$ cat config.mk
export PLATFORM = sky130hd
export DESIGN_NAME = rom_loader
export DESIGN_NICKNAME = d
export VERILOG_FILES = /design/src/rtl/rom_loader_pkg.sv /design/src/rtl/rom_loader.sv
export SDC_FILE = /design/constraint.sdc
export NUM_CORES = 1
export LEC_CHECK = 0
export ABC_AREA = 1
export BUFFER_PORTS_ARGS = -buffer_cell sky130_fd_sc_hd__buf_2
export CAP_MARGIN = 0
export CORE_MARGIN = 2
export CORE_UTILIZATION = 49
export DETAILED_ROUTE_END_ITERATION = 10
export PLACE_DENSITY = 0.72
export SLEW_MARGIN = 30
export SYNTH_ARGS = -nofsm -noshare
export SYNTH_HDL_FRONTEND = slang
export SYNTH_SLANG_ARGS = --single-unit
$ cat constraint.sdc
create_clock -name clk -period 5.3 [get_ports clk]
set_input_delay 1.06 -clock clk [delete_from_list [all_inputs] [get_ports clk]]
set_output_delay 1.06 -clock clk [all_outputs]
set_load 0.02 [all_outputs]
$ cat src/rtl/rom_loader_pkg.sv
// Shared definitions for the ROM-to-memory image loader: FSM encoding and the
// big-endian lane-to-bit mapping used to assemble words from ROM bytes.
package rom_loader_pkg;

    typedef enum logic [1:0] {
        StIdle,
        StFetch,
        StWrite,
        StDone
    } state_e;

    // Byte lane n of a word occupies bits [LaneNLsb +: 8]; lane 0 is the MSB.
    localparam int unsigned Lane0Lsb = 24;
    localparam int unsigned Lane1Lsb = 16;
    localparam int unsigned Lane2Lsb = 8;
    localparam int unsigned Lane3Lsb = 0;

    localparam logic [1:0] LastLane = 2'd3;

    function automatic logic [31:0] insert_byte(input logic [31:0] value,
                                                input logic [1:0]  lane,
                                                input logic [7:0]  data);
        logic [31:0] w_word;
        w_word = value;
        unique case (lane)
            2'd0:    w_word[Lane0Lsb +: 8] = data;
            2'd1:    w_word[Lane1Lsb +: 8] = data;
            2'd2:    w_word[Lane2Lsb +: 8] = data;
            default: w_word[Lane3Lsb +: 8] = data;
        endcase
        return w_word;
    endfunction

endpackage

$ cat src/rtl/rom_loader.sv
// Copies a byte-wide ROM image into word-wide memory as big-endian words, holding
// the CPU in reset until the last word has been acknowledged.
module rom_loader
    import rom_loader_pkg::*;
#(
    parameter logic [31:0] BASE_ADDRESS = 32'd0,
    parameter logic [31:0] MAX_BYTES    = 32'd65536
) (
    input  logic        clk,
    input  logic        reset,
    input  logic        start,
    output logic [31:0] rom_address,
    input  logic [7:0]  rom_byte,
    input  logic        rom_done,
    output logic [31:0] mem_address,
    output logic [31:0] mem_data,
    output logic        mem_write_req,
    input  logic        mem_write_ack,
    output logic        cpu_reset,
    output logic        busy,
    output logic        finished,
    output logic [31:0] word_count
);

    state_e      r_state;
    logic [31:0] r_rom_address;
    logic [31:0] r_mem_address;
    logic [31:0] r_buffer;
    logic        r_write_req;
    logic [31:0] r_word_count;
    logic        r_last;
    logic        r_busy;
    logic        r_finished;
    logic        r_cpu_reset;

    logic [1:0]  w_lane;
    logic        w_last_byte;

    assign w_lane      = r_rom_address[1:0];
    // The runaway guard ends the image exactly like rom_done would.
    assign w_last_byte = rom_done || (r_rom_address == MAX_BYTES - 32'd1);

    always_ff @(posedge clk or posedge reset) begin
        if (reset) begin
            r_state       <= StIdle;
            r_rom_address <= 32'd0;
            r_mem_address <= BASE_ADDRESS;
            r_buffer      <= 32'd0;
            r_write_req   <= 1'b0;
            r_word_count  <= 32'd0;
            r_last        <= 1'b0;
            r_busy        <= 1'b0;
            r_finished    <= 1'b0;
            r_cpu_reset   <= 1'b1;
        end else begin
            unique case (r_state)
                StIdle, StDone: begin
                    if (start) begin
                        r_state       <= StFetch;
                        r_rom_address <= 32'd0;
                        r_mem_address <= BASE_ADDRESS;
                        r_buffer      <= 32'd0;
                        r_word_count  <= 32'd0;
                        r_last        <= 1'b0;
                        r_busy        <= 1'b1;
                        r_finished    <= 1'b0;
                        r_cpu_reset   <= 1'b1;
                    end
                end
                StFetch: begin
                    r_buffer      <= insert_byte(r_buffer, w_lane, rom_byte);
                    r_rom_address <= r_rom_address + 32'd1;
                    if (w_lane == LastLane || w_last_byte) begin
                        r_state     <= StWrite;
                        r_write_req <= 1'b1;
                        r_last      <= w_last_byte;
                    end
                end
                StWrite: begin
                    if (mem_write_ack) begin
                        r_write_req   <= 1'b0;
                        r_word_count  <= r_word_count + 32'd1;
                        r_mem_address <= r_mem_address + 32'd1;
                        r_buffer      <= 32'd0;
                        if (r_last) begin
                            r_state     <= StDone;
                            r_busy      <= 1'b0;
                            r_finished  <= 1'b1;
                            r_cpu_reset <= 1'b0;
                        end else begin
                            r_state <= StFetch;
                        end
                    end
                end
                default: r_state <= StIdle;
            endcase
        end
    end

    assign rom_address   = r_rom_address;
    assign mem_address   = r_mem_address;
    assign mem_data      = r_buffer;
    assign mem_write_req = r_write_req;
    assign word_count    = r_word_count;
    assign busy          = r_busy;
    assign finished      = r_finished;
    assign cpu_reset     = r_cpu_reset;

endmodule

== Yosys cells after proc, flatten, opt, wreduce, memory -nomap -nowiden ==
Cells that the tools add are included.
Word-level totals
  flip-flop bits (word level): 135
  output and inout port bits: 132
  word-level logic and storage cells: 80
Operators by class
  add/subtract/negate cells: 3
  equality and inequality tests: 15
  mux-type cells: 30
  reduce and logical (&&, ||, !) cells: 19
Operator list (number)
  case mux 32 bit (2 select lines): 3
  2-to-1 mux 32 bit: 4
  adder 32 x 1 -> 32 bit (second input constant): 3
  case mux 32 bit (3 select lines): 1
  equality test 32 x 16 -> 1 bit (second input constant): 1
  2-to-1 mux 8 bit: 4
  AND reduction 3 bit: 8
  != test 2 bit (second input constant): 5
  2-to-1 mux 1 bit: 9
  equality test 2 bit (second input constant): 4
  2-to-1 mux 2 bit: 4
  case mux 1 bit (2 select lines): 4
  != test 2 x 1 -> 1 bit (second input constant): 3
  case mux 2 bit (3 select lines): 1
  nonzero test 2 bit: 3
  equality test 2 x 1 -> 1 bit (second input constant): 2
  zero test 2 bit: 2
  AND reduction 4 bit: 1
  OR reduction 3 bit: 1
  logical OR 1 bit: 2
  AND reduction 2 bit: 1
  OR reduction 2 bit: 1

== Depth between registers and ports, before layout ==
  depth in word-level cells: 5
  depth in mapped cells: 12
  mapped depth without buffers: 12

== Least setup slack after synthesis ==
No wires, ideal clock.
  kind: input -> register
  from: in mem_write_ack
  to: reg r_word_count[16], in the netlist word_count[16]
  data arrival time: 2.004 ns
  data required time: 5.174 ns
  setup slack: 3.169 ns
  cell stages on the path: 9
  cells stage by stage: inv_1 > nand2_1 > nand2_4 > inv_4 > o21ai_2 > buf_6 > buf_4 > nor4_1 > nor2_1
Between the ends
  cells in the longest elaborated chain, start to end: 2
Ends and longest elaborated chain
  from (decl): line rom_loader.sv:18  | input logic mem_write_ack,
  != test 2 bit (no source line)
  AND reduction 3 bit (no source line)
  to (signal assigned): line rom_loader.sv:82  | r_word_count <= r_word_count + 32'd1;
  to (decl): line rom_loader.sv:30  | logic [31:0] r_word_count;
No other way between the ends.
A chain may end at the register's enable or synchronous reset.

== Worst setup path in the final report ==
  from: reg r_state[1]
  to: reg r_rom_address[19], in the netlist rom_address[19]
Between the ends
  cells in the longest elaborated chain, start to end: 4
  elaborated cells on any way between the ends: 8
Ends and longest elaborated chain
  from (decl): line rom_loader.sv:25  | state_e r_state;
  from (signal assigned): line rom_loader.sv:45  | r_state <= StIdle;
  from (signal assigned): line rom_loader.sv:59  | r_state <= StFetch;
  from (signal assigned): line rom_loader.sv:74  | r_state <= StWrite;
  equality test 2 bit or zero test 2 bit (tied branches): line rom_loader.sv:56  | unique case (r_state)
  OR reduction 2 bit: line rom_loader.sv:56
  != test 2 bit (no source line) or nonzero test 2 bit (tied branches)
  AND reduction 2 bit (no source line)
  to (signal assigned): line rom_loader.sv:72  | r_rom_address <= r_rom_address + 32'd1;
  to (decl): line rom_loader.sv:26  | logic [31:0] r_rom_address;
Parallel ways exist; a longest one is shown, timed or not.

==> flow_summary.json <==
{
  "worst_pin_slew_ns": 0.849,
  "synth_enable_flop_cells": 0,
  "fin_crit_sh_pct": 55.9,
  "final_max_slew_viol_count": 0,
  "grt_antenna_before_repair": 0,
  "synth_top_area_cell": "dfrtp_1",
  "async_reset_ff_share_pct": 100,
  "synth_xor_area_share_pct": 0,
  "rsz0062_at_grt": "no",
  "vias_per_cell": 5.21,
  "synth_area_mm2": 0.00772,
  "r2r_cells": 10,
  "whs_path_depth": 2,
  "cts_resized": 0,
  "ir_drop_v": 0.000366,
  "hold_violations": 0,
  "fmax_mhz": 338,
  "r2r_slack_ns": 2.34,
  "worstSetupPathType": "flip-flop to flip-flop",
  "h-tree-depth": 4,
  "cp-start-kind": "flip-flop",
  "fp.coreArea_mm2": 0.0153,
  "grt_pass1_vias": 7011,
  "status": "finished, final reports clean",
  "syn_avg_cell_area_um2": 7.07,
  "met2_usage_pct": 40.6,
  "ys_seq_area_share_pct": 43.8,
  "drv_cap": 0,
  "hp-start": "mem_data[23]$_DFFE_PP0P_",
  "gr-usage-met1_pct": 34.4,
  "ant_nets": 0,
  "route.detailed.drc": 0,
  "initial_core_util_pct": 50.4,
  "synth.top_cell.area_share_pct": 43.5,
  "post_drt_wl_per_cell_um": 14.0,
  "synth-compound-area-share_pct": 8.50,
  "clk_pin_slew_worst_paths_ns": 0.06,
  "diodes": 0,
  "synth_ff_type": "dfrtp_1",
  "finalWirelength_mm": 20.5,
  "drt-initial-drc-count": 567,
  "synth_top_family_by_area": "simple AND/OR/NAND/NOR gates",
  "cts_root_buffer": "clkbuf_16",
  "clk_path_buf_depth": 2,
  "grt_util_met3_pct": 7.02,
  "finalSetupTns_ns": 0,
  "vias": 7607,
  "synth_common_cells": "330 x nand2_1, 140 x nor2_1, 134 x dfrtp_1",
  "finalSetupViolCount": 0,
  "grt_usage_pct": 25.5,
  "pre_cts_ws_ns": 2.33,
  "die_h_um": 130,
  "netlist_top_cells_area": "dfrtp_1 43%, nand2_1 16%, nor2_1 6.8%",
  "place_congestion": 0.930,
  "synthMuxAreaShare_pct": 0,
  "areaGrowthSynthToFinish_pct": 19.1,
  "die_area_mm2": 0.0168,
  "die_w_um": 130,
  "syn_nets": 1114,
  "max_slew_margin_pct": 43.4,
  "cts_made_buffers": 17,
  "holdPathEnd": "mem_data[23]$_DFFE_PP0P_",
  "n_fill_cell": 1502,
  "pin_count": 145,
  "synth_seq_cells": 135,
  "rows": 45,
  "yosysMostFrequentCell": "nand2_1",
  "io_buffer_count": 144,
  "arrival_ns": 3.31,
  "power.density_mw_per_mm2": 406,
  "ctsHoldBuffers": 0,
  "worst_slack_ns": 2.34,
  "drt-pass1-iter-count": 5,
  "ys_warn_count": 0,
  "p_leak_nw": 4.59,
  "hpwl_mm": 15.0,
  "syn-instance-count": 1091,
  "rr_startpoint": "r_state[1]$_DFFE_PP0P_",
  "gr-total-overflow": 0,
  "endpoint_kind": "flip-flop",
  "drive_above_1_share_pct": 17.2,
  "r2r-end": "rom_address[19]$_DFFE_PP0P_",
  "synth.distinct_cells": 38,
  "finalNetCount": 1258,
  "place_inst": 1427,
  "final_util_pct": 60.0,
  "synth_fa_ha_area_share_pct": 1.62,
  "synthSimpleGateAreaFrac_pct": 37.7,
  "required_ns": 5.65,
  "cts.sinks": 135,
  "finalCriticalPeriod_ns": 2.96,
  "grt_first_pass_wirelength_mm": 33.9,
  "final_cells": 1459,
  "clk_latency_ns": 0.42,
  "grt.busiest_layer": "met2",
  "path_max_fanout": 21,
  "cts_setup_buffers": 0,
  "hold_class": "flip-flop to flip-flop",
  "cts_tree": "done",
  "grt_max_degree": 101,
  "fin_skew_ns": 0.00753
}
## cell usage in the layout, fill, tap and decap left out, types with 2 or more instances in the layout
master and count:
nor4_1 2, clkinv_4 3, nand2_1 330, inv_2 2, dfrtp_1 134, clkbuf_16 17
buf_2 144, ha_1 10, nor3b_1 3, inv_1 128, o21ai_1 3, nor3_4 2
nand4_1 41, inv_8 2, buf_4 4, nand2_2 5, inv_6 6, nor2_4 6
nor2_2 8, and3_1 3, o21a_1 5, a21oi_1 40, nor2_1 140, nor3_1 59
a31oi_1 2, o21ai_2 5, clkinvlp_4 2, nand3_1 66, o21bai_1 2, o21ai_0 61
## through the flow
stage                     cell area [um^2]  hold WS [ns]  power, mW
after floorplan                       7720         0.453       2.24
after global placement                8590         0.455       2.54
after detailed placement              8590         0.469       2.57
after CTS                             9170         0.485       3.74
after global routing                  9190         0.504       3.97
final                                 9190         0.481       3.73
## flip-flops by register name, summed over array words and instances, names as in the netlist
| signal | flops |
|---|---|
| busy | 1 |
| cpu_reset | 1 |
| finished | 1 |
| mem_address | 32 |
| mem_data | 32 |
| mem_write_req | 1 |
| r_last | 1 |
| r_state | 2 |
| rom_address | 32 |
| word_count | 32 |
## cell families (layout without fill, tap and decap cells)
group	after synthesis	in the layout
AOI/OAI and AO/OA	122	122
adders and majority gates	10	10
buffers and inverters	156	313
DFF	135	135
and+or+nand+nor	668	668
## worst max path at each step
stage / slack [ns] / end / cells after the start / startpoint
CTS: 2.31 / word_count[15]$_DFFE_PP0P_ / 10 / r_state[0]$_DFFE_PP0P_
detailed placement: 2.33 / word_count[15]$_DFFE_PP0P_ / 10 / r_state[0]$_DFFE_PP0P_
finish: 2.34 / rom_address[19]$_DFFE_PP0P_ / 10 / r_state[1]$_DFFE_PP0P_
floorplan: 0.63 / busy$_DFFE_PP0P_ / 1 / reset
global placement: 2.39 / word_count[15]$_DFFE_PP0P_ / 10 / r_state[0]$_DFFE_PP0P_
global route: 1.99 / word_count[15]$_DFFE_PP0P_ / 10 / r_state[0]$_DFFE_PP0P_
## power breakdown
part,switching [mW],leakage [nW],internal [mW]
Combinational,0.983,2.47,0.304
Sequential,0.101,1.84,1.17
Clock,0.502,0.281,0.671
Total,1.59,4.59,2.14
## layer usage
layer / routed length, um / share of wire [%]
met2: 9540 / 47
met5: 0 / 0
met3: 1410 / 6.9
met4: 253 / 1.2
met1: 9280 / 45
## critical path, cell delays in order (launching register included)
cell and delay (ns):
dfrtp_1 0.40, inv_1 0.09, ha_1 0.71, nand2_1 0.11, nand2_1 0.58, inv_2 0.24, nor2_4 0.20, nand2_2 0.15
nor2_4 0.15, o21ai_0 0.10, a21oi_1 0.15
## area by class of cell
type                    instances  area (um^2)  share of cell area (%)
clock inverters                14          140                    1.53
inverters                     133          509                    5.54
multi-input cells             800         3710                    40.3
flip-flops and latches        135         3380                    36.8
clock buffers                  18          439                    4.78
well taps                     211          264                    2.87
repair buffers                148          751                    8.17
(Power assumes the default switching activity.)
